<file path="src/rtl/input_conditioner.sv">
// Board input conditioner: synchronises, debounces and latches key presses for
// the CPU's register-30 input word.
module input_conditioner #(
    parameter int DEBOUNCE_CYCLES = 250000,
    parameter int CNT_W           = 18
) (
    input  logic        clk,
    input  logic        reset,
    input  logic [3:0]  key_n,
    input  logic [17:0] sw,
    input  logic        ack,
    output logic [31:0] reg30_in,
    output logic [3:0]  key_press
);

    localparam int N = 22;
    localparam logic [CNT_W-1:0] CNT_LAST = CNT_W'(DEBOUNCE_CYCLES - 1);

    // Bits [3:0] are keys (inverted so 1 = pressed), bits [21:4] are switches.
    logic [N-1:0] raw;
    logic [N-1:0] s1_reg;
    logic [N-1:0] s2_reg;
    logic [N-1:0] db;

    assign raw = {sw, ~key_n};

    always_ff @(posedge clk or posedge reset) begin
        if (reset) begin
            s1_reg <= '0;
            s2_reg <= '0;
        end else begin
            s1_reg <= raw;
            s2_reg <= s1_reg;
        end
    end

    genvar gi;
    generate
        for (gi = 0; gi < N; gi++) begin : g_db
            logic [CNT_W-1:0] cnt_reg;
            logic [CNT_W-1:0] cnt_next;
            logic             db_reg;
            logic             db_next;

            always_comb begin
                cnt_next = cnt_reg;
                db_next  = db_reg;
                if (s2_reg[gi] == db_reg) begin
                    cnt_next = '0;
                end else if (cnt_reg == CNT_LAST) begin
                    db_next  = s2_reg[gi];
                    cnt_next = '0;
                end else begin
                    cnt_next = cnt_reg + CNT_W'(1);
                end
            end

            always_ff @(posedge clk or posedge reset) begin
                if (reset) begin
                    cnt_reg <= '0;
                    db_reg  <= 1'b0;
                end else begin
                    cnt_reg <= cnt_next;
                    db_reg  <= db_next;
                end
            end

            assign db[gi] = db_reg;
        end
    endgenerate

    logic [3:0] key_level;
    logic [3:0] level_prev_reg;
    logic [3:0] armed_reg;
    logic [3:0] sticky_reg;
    logic [3:0] press_reg;
    logic [1:0] fill_reg;
    logic [3:0] press_edge;

    assign key_level = db[3:0];

    // A key only becomes eligible for press pulses once it has been seen
    // released after the synchroniser refilled, so keys held through reset
    // never produce a pulse.
    assign press_edge = key_level & ~level_prev_reg & armed_reg;

    always_ff @(posedge clk or posedge reset) begin
        if (reset) begin
            level_prev_reg <= '0;
            armed_reg      <= '0;
            sticky_reg     <= '0;
            press_reg      <= '0;
            fill_reg       <= '0;
        end else begin
            level_prev_reg <= key_level;
            fill_reg       <= {fill_reg[0], 1'b1};
            if (fill_reg[1]) begin
                armed_reg <= armed_reg | ~s2_reg[3:0];
            end
            press_reg  <= press_edge;
            sticky_reg <= (ack ? 4'h0 : sticky_reg) | press_edge;
        end
    end

    assign reg30_in  = {4'h0, sticky_reg, key_level, 2'b00, db[21:4]};
    assign key_press = press_reg;

endmodule
</file>
<file path="config.mk">
export PLATFORM = sky130hd
export DESIGN_NAME = input_conditioner
export DESIGN_NICKNAME = d
export VERILOG_FILES = /design/src/rtl/input_conditioner.sv
export SDC_FILE = /design/constraint.sdc
export NUM_CORES = 1
export LEC_CHECK = 0
export BUFFER_PORTS_ARGS = -buffer_cell sky130_fd_sc_hd__buf_2
export CAP_MARGIN = 10
export CORE_UTILIZATION = 30
export DETAILED_ROUTE_END_ITERATION = 16
export GPL_TIMING_DRIVEN = 1
export PLACE_DENSITY_LB_ADDON = 0.08
export SLEW_MARGIN = 20
export SYNTH_ARGS = -nofsm -noshare
export SYNTH_HDL_FRONTEND = slang
export SYNTH_SLANG_ARGS = --single-unit
export TNS_END_PERCENT = 50
</file>
<file path="constraint.sdc">
create_clock -name clk -period 13.65 [get_ports clk]
set_input_delay 1.365 -clock clk [delete_from_list [all_inputs] [get_ports clk]]
set_output_delay 1.365 -clock clk [all_outputs]
set_load 0.005 [all_outputs]
</file>
* Yosys cells after proc, flatten, opt, wreduce, memory -nomap -nowiden
Index checks and enable logic that the tools add are counted.
Word-level totals: bits in registers 480, latch bits 0, bits in writable memories 0, bits in read-only memories 0, input port bits 25, memories 0
Operators by class: add/subtract/negate cells 22, multipliers 0, div/mod/pow operators 0, order comparisons 0, equal/unequal tests 44, shift-type cells 0, multiplexer cells 45, bitwise gates (word level) 29, reductions and logical operators 22
Operator list (count):
- 18-bit 2-to-1 mux | 44
- 18-bit by 1-bit adder with 18-bit output (second input constant) | 22
- 18-bit == test (second input constant) | 22
- 2-bit AND reduction | 22
- 1-bit == test | 22
- 1-bit NOT | 22
- 4-bit NOT | 3
- 4-bit AND | 2
- 4-bit bitwise OR | 2
- 4-bit 2-to-1 mux | 1

* Longest topological paths before layout
Gate-level depths: netlist (run 1).
depth after elaboration 4, gate-level depth with buffers 6

* Worst setup path after synthesis (run 1)
No wires, ideal clock.
kind register -> register, start point register g_db[11].cnt_reg[13], end point register g_db[11].db_reg, setup time 125 ps, arrival time 2137 ps, required time 13525 ps, path slack 11388 ps, cell stages (with the launch flop) 5, clock period less this slack 2262 ps, cell sequence dfrtp_1 -> or4_1 -> or4_4 -> or4_4 -> mux2_4
Between the ends: cells in the longest elaborated chain, start to end 2
RTL lines:
- start, declared | RTL line 40 | logic [CNT_W-1:0] cnt_reg;
- start signal, assigned | RTL line 63 | cnt_reg <= cnt_next;
- 18-bit == test | RTL line 50 | end else if (cnt_reg == CNT_LAST) begin
- 2-bit AND reduction (no source line)
- end signal, assigned | RTL line 64 | db_reg <= db_next;
- end, declared | RTL line 42 | logic db_reg;
No other way between the ends. A chain may end at the register's enable or synchronous reset.

==> results of run 1 <==
-- logic make-up (layout without fill, tap and decap cells) --
kind of cell	count (synthesis)	count (layout)	share of synthesized area (%)
flip-flops	480	480	53.0
adder cells (fa/ha/maj)	22	22	1.21
AO/OA/AOI/OAI	119	119	3.98
XOR/XNOR	328	328	12.7
buffers and inverters	141	269	2.82
multiplexers	25	25	1.24
AND/OR/NAND/NOR	1128	1128	25.0
other	2	7	0.0331
-- worst max-delay path by stage --
stage,start,to,cells past startpoint
after global placement,reset,s2_reg[17]$_DFF_PP0_,5
after CTS,reset,s1_reg[17]$_DFF_PP0_,5
after detailed placement,reset,g_db[17].cnt_reg[7]$_DFF_PP0_,5
after global routing,reset,g_db[17].cnt_reg[7]$_DFF_PP0_,6
final,reset,g_db[17].cnt_reg[3]$_DFF_PP0_,6
after floorplan,reset,armed_reg[0]$_DFFE_PP0P_,1
-- metal layers --
metal,vias up,global-route usage (%),share of wire [%]
li1,8064,-,-
met1,7875,17.2,50
met2,142,19.6,45
met3,77,2.56,3.6
met4,0,3.48,2.1
met5,-,0,0
-- through the flow --
stage	utilization, %	setup WS (ns)
CTS	34.9	9.28
finish	34.9	9.82
global route	34.9	9.22
detailed placement	32.2	8.61
floorplan	-	5.78
global placement	32.2	8.66
-- layout by cell type, fill, tap and decap left out, drive strengths merged, types with 6 or more instances in the layout --
cell type	count
nand3	143
mux2	22
a21oi	43
and4	17
conb	7
nor3	56
ha	22
and3	10
or4b	14
nor2	423
o41ai	25
clkbuf	88
xnor2	244
o21ai	25
nor2b	9
xor2	84
or3	25
or4	25
nor4b	10
clkinv	9
nand4	125
nor4	136
a21o	8
o31ai	15
inv	81
dfrtp	480
nand2	114
buf	81
bufinv	6
-- power groups by stage --
stage / Sequential, mW / Clock (mW) / Combinational [mW]
3_5_place_dp: 1.49 / 0 / 0.0997
5_1_grt: 1.47 / 1.74 / 0.114
3_3_place_gp: 1.49 / 0 / 0.0985
4_1_cts: 1.47 / 1.68 / 0.100
2_1_floorplan: 1.49 / 0 / 0.0693
6_report: 1.47 / 1.60 / 0.0953
-- layout make-up --
cell class | instances | area [um2] | share of cell area [%]
Sequential cell | 480 | 12000 | 46.1
Multi-Input combinational cell | 1629 | 10000 | 38.5
Clock buffer | 88 | 1740 | 6.67
Tap cell | 969 | 1210 | 4.65
Timing Repair Buffer | 81 | 485 | 1.86
Inverter | 80 | 304 | 1.17
Clock inverter | 20 | 273 | 1.05
-- critical path: cells and delay by family --
family,cells,cell delay (ns)
buffers and inverters,6,2.94
-- cells in the mapped netlist (2+ instances only) --
cell type	number	area (um2)
mux2_2	21	236
o21ai_0	20	100
o31ai_1	15	113
nand4bb_1	3	33.8
and4_1	17	149
dfrtp_1	480	12000
and2_1	4	25.0
a31o_2	3	26.3
and3b_1	2	17.5
o41ai_1	8	70.1
or3_1	25	156
inv_1	80	300
xor2_1	84	736
nand2_1	114	428
mux2i_1	3	30.0
nor2_1	423	1590
nor3_1	56	280
nor4_1	136	851
nand4_1	124	776
nand3_1	143	716
o21ai_1	4	20.0
a21o_1	8	60.1
nand3b_1	2	15.0
nor2b_1	9	56.3
buf_2	3	15.0
or4_4	2	22.5
and3_1	9	56.3
a21oi_1	43	215
clkbuf_1	30	113
ha_1	22	275
or4_1	23	173
nor4bb_1	4	40.0
conb_1	2	7.51
o41ai_2	16	260
xnor2_1	244	2140
buf_4	28	210
or2_2	4	25.0
or4b_2	13	130
nor4b_1	10	87.6
==> qor.csv, run 1 <==
stage;metric;value;unit
synthesis;synth_area;22700;um2
worst_hold_path;holdPathStages;0;
critical_path;cpPeakStageDelay;0.82;ns
worst_hold_path;hold_path_end;s2_reg[7]$_DFF_PP0_;
routing;wl_per_cell;13.9;um
floorplanning;start_util;30.4;%
critical_path;crit_type;in -> async;
pwr;power_density;122;nW/um2
sta;setup_viol;0;
cts;clock_latency;0.61;ns
routing;first_pass_iters;5;
critical_path;worstReg2RegStart;g_db[11].cnt_reg[13]$_DFF_PP0_;
place;placed_cells;3238;
run;maxCapViolCount;0;
worst_hold_path;worstHoldStart;s1_reg[7]$_DFF_PP0_;
pwr;comb_power_share;3.0;%
floorplanning;num_io_pins;61;
critical_path;cp.arrival;4.45;ns
pwr;power.leakage;10.3;nW
synthesis;synthDistinctLibCells;47;
sta;layout_min_cycle_time;3.83;ns
critical_path;start_kind;input port;
cts;h-tree-depth;2;
floorplanning;core_area;74600;um2
cts;cts_sinks;480;
global_routing;grt_pass1_vias;16300;
pwr;finalPower;3.17;mW
critical_path;rr_endpoint;g_db[11].cnt_reg[10]$_DFF_PP0_;
routing;dr_total_vias;16200;
critical_path;rrSetupSlack;11.14;ns
global_routing;antenna_found_initial;1;
status;status;completed;
pwr;vdd_drop_max;0.000107;V
synthesis;synth_warnings;0;
cts;cts_tree;done;
critical_path;worstPathMaxFanout;69;
finish;syn_to_final_growth;15.0;%
finish;fillers;7557;
sta;slew-limit-headroom;34.8;%
routing;ant_nets;0;
synthesis;ys_ff_latch;480;
cts;cts_resized;0;
pwr;p_int;2.46;mW
global_routing;grtUsageTotal;12.4;%
finish;drive_above_1_share;10.1;%
routing;drc_errors;0;
synthesis;synthCells;2245;
sta;fin_crit_sh;28.1;%
place;port_buffers;54;
cts;numCtsBuffers;60;
cts;cts_root_buffer;clkbuf_16;
finish;fin_area;26100;um2
critical_path;cp_slowest_cell;buf_4;
sta;tightest_slew;0.967;ns
finish;antenna_cells;0;
sta;fin_skew;0.0108;ns
place;dp.final_hpwl;30700;um
cts;clkTransAtPathRegs;0.06;ns
pwr;seq_power_share;46.3;%
pwr;power_frac_clock;50.7;%
cts;ctsHoldBuffers;0;
global_routing;grt-ovfl-total;0;
routing;wirelength;46700;um
pwr;p_sw;0.705;mW
pwr;swShare;22.2;%
critical_path;reg2reg_depth;4;
critical_path;cp_cell_sequence;buf_2 > clkinvlp_4 > buf_12 > buf_4 > buf_4 > buf_4;
sta;hold_viol_final;0;
floorplanning;die_x;277;um
synthesis;synth.avg_cell_area;10.1;um2
routing;first_iter_violations;744;
sta;fmax;0.261;GHz
critical_path;endpoint_kind;async pin;
floorplanning;die_y;277;um
sta;setup_tns;0;ns
floorplanning;die_area;76600;um2
sta;rsz0062_at_grt;no;
finish;nNetsFinal;2379;
finish;largest_register_ffs;396;
cts;clock_path_buffers;3;
worst_hold_path;hold_path_class;reg -> reg;
synthesis;yosysSeqAreaShare;53.0;%
sta;slew_viol_final;0;
place;place_area;24000;um2
sta;whs;0.340;ns
synthesis;synth_edf_count;0;
global_routing;grt_pass1_wl;81400;um
routing;viasPerCell;4.83;
critical_path;critical_path.most_common_cell;buf_4;
global_routing;grt_max_degree;70;
finish;fin_cells;3347;
synthesis;ys_async_sr_fraction;100;%
place;finalWeightedCongestion;0.757;
synthesis;ys.flop_type;dfrtp_1;
floorplanning;rows;100;
cts;cts_setup_buffers;0;
critical_path;worstPathRequired;14.26;ns
Note: power is estimated with default switching activity, not from simulation.
==> run 2: changes to the inputs <==
==> constraint.sdc (replaced) <==
create_clock -name clk -period 3.34 [get_ports clk]
set_input_delay 0.334 -clock clk [delete_from_list [all_inputs] [get_ports clk]]
set_output_delay 0.334 -clock clk [all_outputs]
set_load 0.005 [all_outputs]
==> run 2 against run 1 <==
Net effect:
- first-iteration DRC count grew 13%
- non-clock buffer count up 28
- register-to-register slack worse by 10 ns
- global-route usage hardly changed
- sequential power increased to 4.1 times the previous value
- critical endpoint is now g_db[21].cnt_reg[11]$_DFF_PP0_
==> qor.csv, run 2 (same netlist as run 1, synthesis figures left out) <==
stage;metric;value;unit;change
finish;multi_input_area;10000;um2;about the same
global_routing;grt-ovfl-total;0;;unchanged
global_routing;grt_pass1_vias;16500;;+1.3%
critical_path;rrSetupSlack;0.97;ns;-10.17 ns
finish;final_cell_mix;480 x dfrtp_1, 423 x nor2_1, 244 x xnor2_1, 143 x nand3_1, 136 x nor4_1;;
sta;fin_crit_sh;71.0;%;
global_routing;grt_pass1_wl;81500;um;+0.15%
cts;numCtsBuffers;57;;-5.0%
routing;first_pass_iters;5;;unchanged
pwr;p_sw;2.89;mW;+310%
cts;clock_path_buffers;3;;unchanged
global_routing;grt_max_degree;114;;+63%
sta;setup_tns;0;ns;unchanged
worst_hold_path;worstHoldStart;ack;;
global_routing;antenna_found_initial;0;;-1
cts;cts_tree;done;;
routing;first_iter_violations;843;;+13%
critical_path;start_kind;flop;;
cts;cts_setup_buffers;0;;unchanged
critical_path;cpPeakStageDelay;0.60;ns;-0.22 ns
worst_hold_path;holdPathStages;3;;+3
finish;antenna_cells;0;;unchanged
cts;cts_sinks;480;;unchanged
cts;h-tree-depth;2;;unchanged
finish;seq_area;12000;um2;unchanged
critical_path;cp.arrival;2.83;ns;-1.62 ns
finish;largest_register_ffs;396;;unchanged
critical_path;worstPathRequired;3.80;ns;-10.46 ns
run;maxCapViolCount;0;;unchanged
floorplanning;start_util;30.4;%;unchanged
floorplanning;num_io_pins;61;;unchanged
worst_hold_path;hold_path_class;in -> reg;;
global_routing;grtUsageTotal;12.4;%;-0.029 points
pwr;power_frac_clock;51.2;%;+0.5 points
sta;tightest_slew;0.879;ns;-0.0883 ns
pwr;comb_power_share;3.2;%;+0.2 points
floorplanning;rows;100;;unchanged
floorplanning;die_x;277;um;unchanged
finish;drive_above_1_share;10.5;%;+0.34 points
place;port_buffers;54;;unchanged
sta;fmax;0.422;GHz;
critical_path;cp_slowest_cell;o21ai_2;;
critical_path;rr_endpoint;g_db[21].cnt_reg[11]$_DFF_PP0_;;
routing;wirelength;46500;um;-0.31%
routing;ant_nets;0;;unchanged
pwr;power.leakage;10.4;nW;+1.6%
cts;clkTransAtPathRegs;0.05;ns;about the same
pwr;swShare;22.0;%;-0.23 points
sta;hold_viol_final;0;;unchanged
pwr;seq_power_share;45.7;%;-0.6 points
floorplanning;core_area;74600;um2;unchanged
sta;rsz0062_at_grt;no;;
finish;syn_to_final_growth;16.6;%;
cts;clock_latency;0.61;ns;about the same
sta;fin_skew;0.0148;ns;+0.00404 ns
place;place_ws;0.944;ns;-7.66 ns
pwr;power_density;497;nW/um2;+310%
finish;fillers;7557;;unchanged
pwr;vdd_drop_max;0.000385;V;+260%
finish;nNetsFinal;2404;;+1.1%
place;finalWeightedCongestion;0.783;;+3.5%
status;status;completed;;
worst_hold_path;hold_path_end;sticky_reg[3]$_DFF_PP0_;;
critical_path;crit_type;reg -> reg;;
finish;layout_commonest_cell;dfrtp_1;;
critical_path;cp_cell_sequence;or4b_1 > or4_1 > o21ai_2 > nor2_1;;
sta;slew_viol_final;0;;unchanged
critical_path;worstReg2RegStart;g_db[21].cnt_reg[13]$_DFF_PP0_;;
cts;cts_root_buffer;clkbuf_16;;
pwr;p_int;10.2;mW;+320%
critical_path;endpoint_kind;flop;;
routing;drc_errors;0;;unchanged
sta;timing.final.ws_setup;0.969;ns;-8.85 ns
floorplanning;die_y;277;um;unchanged
critical_path;reg2reg_depth;4;;unchanged
routing;dr_total_vias;16400;;+1.4%
floorplanning;die_area;76600;um2;unchanged
routing;wl_per_cell;13.8;um;-1.1%
finish;final_util;35.4;%;+0.48 points
routing;viasPerCell;4.85;;+0.53%
place;dp.final_hpwl;30600;um;-0.30%
sta;slew-limit-headroom;40.8;%;+5.9 points
critical_path;worstPathMaxFanout;18;;-74%
sta;setup_viol;0;;unchanged
sta;layout_min_cycle_time;2.37;ns;
run 2: cell count changes in the layout (fill, tap and decap cells not counted), moves of 2 or more:
cell | before | now
dlygate4sd3_1 | 0 | 23
clkbuf_1 | 16 | 8
clkbuf_8 | 11 | 16
clkinv_2 | 7 | 11
buf_12 | 1 | 4
buf_4 | 26 | 28
bufinv_16 | 6 | 8
clkbuf_16 | 61 | 59
o21ai_1 | 2 | 4
o21ai_2 | 3 | 1
run 2: through the flow:
step                      hold WS, ns  cell area [um2]  instances  power [mW]
final                          0.0735            26400       3375        13.1
after global routing           0.0456            26400       3375        13.8
after CTS                      0.0236            26400       3375        13.5
after detailed placement        0.336            24100       3244        6.52
after global placement          0.332            24100       3244        6.51
after floorplan                 0.331            22700       2250        6.37
run 2: repair_timing:
item	in CTS	in global routing
resized for setup	0	0
hold buffers	23	0
endpoints found under the hold margin	39	0
endpoints found under the setup margin	0	0
run 2: area by class of cell:
class,count,area share [%]
Multi-Input combinational cell,1629,38.0
Inverter,80,1.15
Tap cell,969,4.59
Timing Repair Buffer,109,2.99
Sequential cell,480,45.5
Clock buffer,83,6.54
Clock inverter,25,1.30
run 2: metal layers:
| layer | GRT usage (%) | routed length (um) |
|---|---|---|
| met5 | 0 | 0 |
| met4 | 3.86 | 1040 |
| met3 | 2.39 | 1850 |
| met2 | 19.7 | 20800 |
| met1 | 17.0 | 22800 |
run 2: worst max path at each step:
stage	endpoint	start	slack, ns	cells after the start
2_1_floorplan	armed_reg[0]$_DFFE_PP0P_	reset	-3.50	1
3_3_place_gp	g_db[21].cnt_reg[2]$_DFF_PP0_	g_db[21].cnt_reg[13]$_DFF_PP0_	0.93	4
3_5_place_dp	g_db[21].cnt_reg[12]$_DFF_PP0_	g_db[21].cnt_reg[13]$_DFF_PP0_	0.94	4
4_1_cts	g_db[21].cnt_reg[12]$_DFF_PP0_	g_db[21].cnt_reg[13]$_DFF_PP0_	0.94	4
5_1_grt	g_db[21].cnt_reg[9]$_DFF_PP0_	g_db[21].cnt_reg[13]$_DFF_PP0_	0.77	4
6_report	g_db[21].cnt_reg[11]$_DFF_PP0_	g_db[21].cnt_reg[13]$_DFF_PP0_	0.97	4
run 2: power by group through the flow:
stage / clock [mW] / combinational (mW) / sequential [mW]
3_3_place_gp: 0 / 0.415 / 6.10
3_5_place_dp: 0 / 0.417 / 6.10
5_1_grt: 7.27 / 0.496 / 6.01
6_report: 6.72 / 0.416 / 6.00
2_1_floorplan: 0 / 0.283 / 6.09
4_1_cts: 7.05 / 0.440 / 6.00
run 2: worst max-delay path: cells and delay by family, from the launching register on:
kind / cells / cell delay, ns
flops: 1 / 0.43
compound gates: 1 / 0.60
simple gates: 3 / 1.19
==> run 3: changes to the inputs <==
==> constraint.sdc (replaced) <==
create_clock -name clk -period 2 [get_ports clk]
set_input_delay 0.2 -clock clk [delete_from_list [all_inputs] [get_ports clk]]
set_output_delay 0.2 -clock clk [all_outputs]
set_load 0.005 [all_outputs]
==> run 3 against run 2 <==
Net effect:
- the flow now finishes with violations (negative setup slack)
- setup slack worse by 1.2 ns
- critical path depth did not move
- final cell count grew 3.3%
- die area unchanged
- clock skew up 0.00093 ns
- utilization is 1.1 points higher
- fmax grew 5.2%
- register-to-register slack worse by 1.2 ns
- hold slack better by 0.049 ns
- combinational power increased by 84%
- largest power group unchanged
==> qor.csv, run 3 (same netlist as run 1, synthesis figures left out) <==
stage;metric;value;unit;change
status;status;finished with violations;;
status;violations;negative setup slack;;
finish;layout_commonest_cell;dfrtp_1;;
floorplanning;start_util;30.4;%;unchanged
global_routing;grt_pass1_vias;16600;;+1.0%
finish;antenna_cells;0;;unchanged
finish;drive_above_1_share;14.5;%;+4.1 points
place;port_buffers;54;;unchanged
critical_path;cp_cell_sequence;or4_1 > or4_4 > or4_4 > mux2_4;;
sta;tightest_slew;0.574;ns;-0.305 ns
global_routing;grt_max_degree;76;;-33%
sta;setup_viol;19;;+19
critical_path;start_kind;flop;;
sta;layout_min_cycle_time;2.25;ns;-0.116 ns
worst_hold_path;hold_path_class;in -> async;;
critical_path;rr_endpoint;g_db[11].db_reg$_DFFE_PP0P_;;
critical_path;worstPathMaxFanout;2;;-16
global_routing;grtUsageTotal;12.5;%;+0.12 points
routing;first_pass_iters;5;;unchanged
critical_path;crit_family;simple AND/OR/NAND/NOR gates;;
routing;first_iter_violations;841;;-0.24%
place;dp.final_hpwl;32400;um;+5.8%
cts;clock_path_buffers;3;;unchanged
critical_path;rrSetupSlack;-0.25;ns;-1.22 ns
critical_path;cp.arrival;2.75;ns;-0.08 ns
global_routing;antenna_found_initial;0;;unchanged
sta;slew-limit-headroom;61.8;%;+21 points
finish;seq_area;12000;um2;about the same
pwr;power_frac_clock;50.0;%;-1.2 points
cts;clock_latency;0.61;ns;about the same
cts;numCtsBuffers;58;;+1.8%
finish;multi_input_area;10100;um2;+0.24%
critical_path;worstReg2RegStart;g_db[11].cnt_reg[13]$_DFF_PP0_;;
place;place_area;25000;um2;+3.7%
cts;cts_tree;done;;
global_routing;grt_pass1_wl;82400;um;+1.1%
finish;fillers;7511;;-0.61%
floorplanning;rows;100;;unchanged
sta;rsz0062_at_grt;yes;;
cts;h-tree-depth;2;;unchanged
finish;nNetsFinal;2519;;+4.8%
sta;hold_viol_final;0;;unchanged
routing;wl_per_cell;13.7;um;-0.84%
finish;final_util;36.6;%;+1.1 points
sta;fmax;0.444;GHz;+5.2%
critical_path;critical_path.most_common_cell;or4_4;;
critical_path;critPathBufInv;0;;unchanged
cts;cts_sinks;480;;unchanged
finish;final_cell_mix;477 x dfrtp_1, 422 x nor2_1, 244 x xnor2_1, 143 x nand3_1, 135 x buf_4;;
sta;whs;0.123;ns;+0.0494 ns
finish;fin_area;27300;um2;+3.2%
floorplanning;num_io_pins;61;;unchanged
floorplanning;core_area;74600;um2;unchanged
pwr;comb_power_share;3.6;%;+0.4 points
place;place_ws;-0.286;ns;-1.23 ns
pwr;p_int;16.8;mW;+64%
floorplanning;die_y;277;um;unchanged
pwr;power_density;791;nW/um2;+59%
finish;syn_to_final_growth;20.3;%;
routing;viasPerCell;4.80;;-1.2%
pwr;swShare;22.1;%;+0.066 points
critical_path;worstPathRequired;2.50;ns;-1.30 ns
critical_path;crit_type;reg -> reg;;
global_routing;grt-ovfl-total;0;;unchanged
critical_path;reg2reg_depth;4;;unchanged
routing;ant_nets;0;;unchanged
critical_path;cp_slowest_cell;or4_1;;
routing;drc_errors;0;;unchanged
pwr;seq_power_share;46.4;%;+0.7 points
place;placed_cells;3355;;+3.4%
sta;fin_skew;0.0158;ns;+0.000931 ns
routing;wirelength;47600;um;+2.4%
floorplanning;die_x;277;um;unchanged
cts;clkTransAtPathRegs;0.06;ns;about the same
sta;fin_crit_sh;113;%;+42 points
critical_path;endpoint_kind;flop;;
pwr;power.leakage;11.0;nW;+5.1%
finish;fin_cells;3485;;+3.3%
sta;setup_tns;-3.45;ns;-3.45 ns
floorplanning;die_area;76600;um2;unchanged
pwr;vdd_drop_max;0.000635;V;+65%
critical_path;cpPeakStageDelay;0.53;ns;-0.07 ns
sta;slew_viol_final;0;;unchanged
pwr;finalPower;21.6;mW;+64%
pwr;p_sw;4.76;mW;+65%
routing;dr_total_vias;16700;;+2.1%
finish;largest_register_ffs;396;;unchanged
cts;cts_root_buffer;clkbuf_16;;
run;maxCapViolCount;0;;unchanged
place;finalWeightedCongestion;0.804;;+2.6%
sta;timing.final.ws_setup;-0.254;ns;-1.22 ns
[run 3: cell types whose count changed in the layout (fill, tap and decap cells not counted), moves of 2 or more]
cell,before,now
nor4_2,0,2
clkinvlp_4,5,2
buf_4,28,135
clkbuf_1,8,11
nor4_1,136,134
bufinv_16,8,6
dfrtp_2,0,3
buf_12,4,9
clkbuf_8,16,14
dfrtp_1,480,477
[run 3: routing by layer]
layer / wire length (um) / GRT usage (%) / up-vias
met5: 0 / 0 / -
met4: 1100 / 4.02 / 0
met3: 1710 / 2.13 / 78
met2: 21500 / 20.0 / 177
met1: 23300 / 17.2 / 8137
li1: - / - / 8324
[run 3: power groups by stage]
stage / Combinational, mW / Clock, mW / Sequential (mW)
after global placement: 0.756 / 0 / 10.2
after global routing: 0.898 / 11.6 / 10.0
final: 0.767 / 10.8 / 10.0
after CTS: 0.806 / 11.3 / 10.0
after floorplan: 0.473 / 0 / 10.2
after detailed placement: 0.764 / 0 / 10.2
[run 3: worst max path at each step]
stage                                   start  slack, ns  cells after the start                           to
4_1_cts        g_db[11].cnt_reg[13]$_DFF_PP0_      -0.26                      4  g_db[11].db_reg$_DFFE_PP0P_
6_report       g_db[11].cnt_reg[13]$_DFF_PP0_      -0.25                      4  g_db[11].db_reg$_DFFE_PP0P_
2_1_floorplan                           reset      -4.70                      1     armed_reg[0]$_DFFE_PP0P_
5_1_grt        g_db[11].cnt_reg[13]$_DFF_PP0_      -0.27                      4  g_db[11].db_reg$_DFFE_PP0P_
3_3_place_gp   g_db[11].cnt_reg[13]$_DFF_PP0_      -0.32                      4  g_db[11].db_reg$_DFFE_PP0P_
3_5_place_dp   g_db[11].cnt_reg[13]$_DFF_PP0_      -0.29                      4  g_db[11].db_reg$_DFFE_PP0P_
[run 3: worst reg2reg max path: stages, from the launching register on]
cell and delay (ns):
dfrtp_1 0.37, or4_1 0.53, or4_4 0.50, or4_4 0.44
mux2_4 0.31
[run 3: layout make-up]
class | instances | area share [%]
Inverter | 80 | 1.12
Timing Repair Buffer | 223 | 6.29
Sequential cell | 480 | 44.1
Clock buffer | 84 | 6.27
Clock inverter | 20 | 0.941
Tap cell | 969 | 4.45
Multi-Input combinational cell | 1629 | 36.9
[run 3: timing repair]
action                                 CTS  global route
setup endpoints to repair               20            24
setup buffers                            1             1
hold buffers                            24             0
endpoints found under the hold margin  263             0
gates resized for setup                  3             6
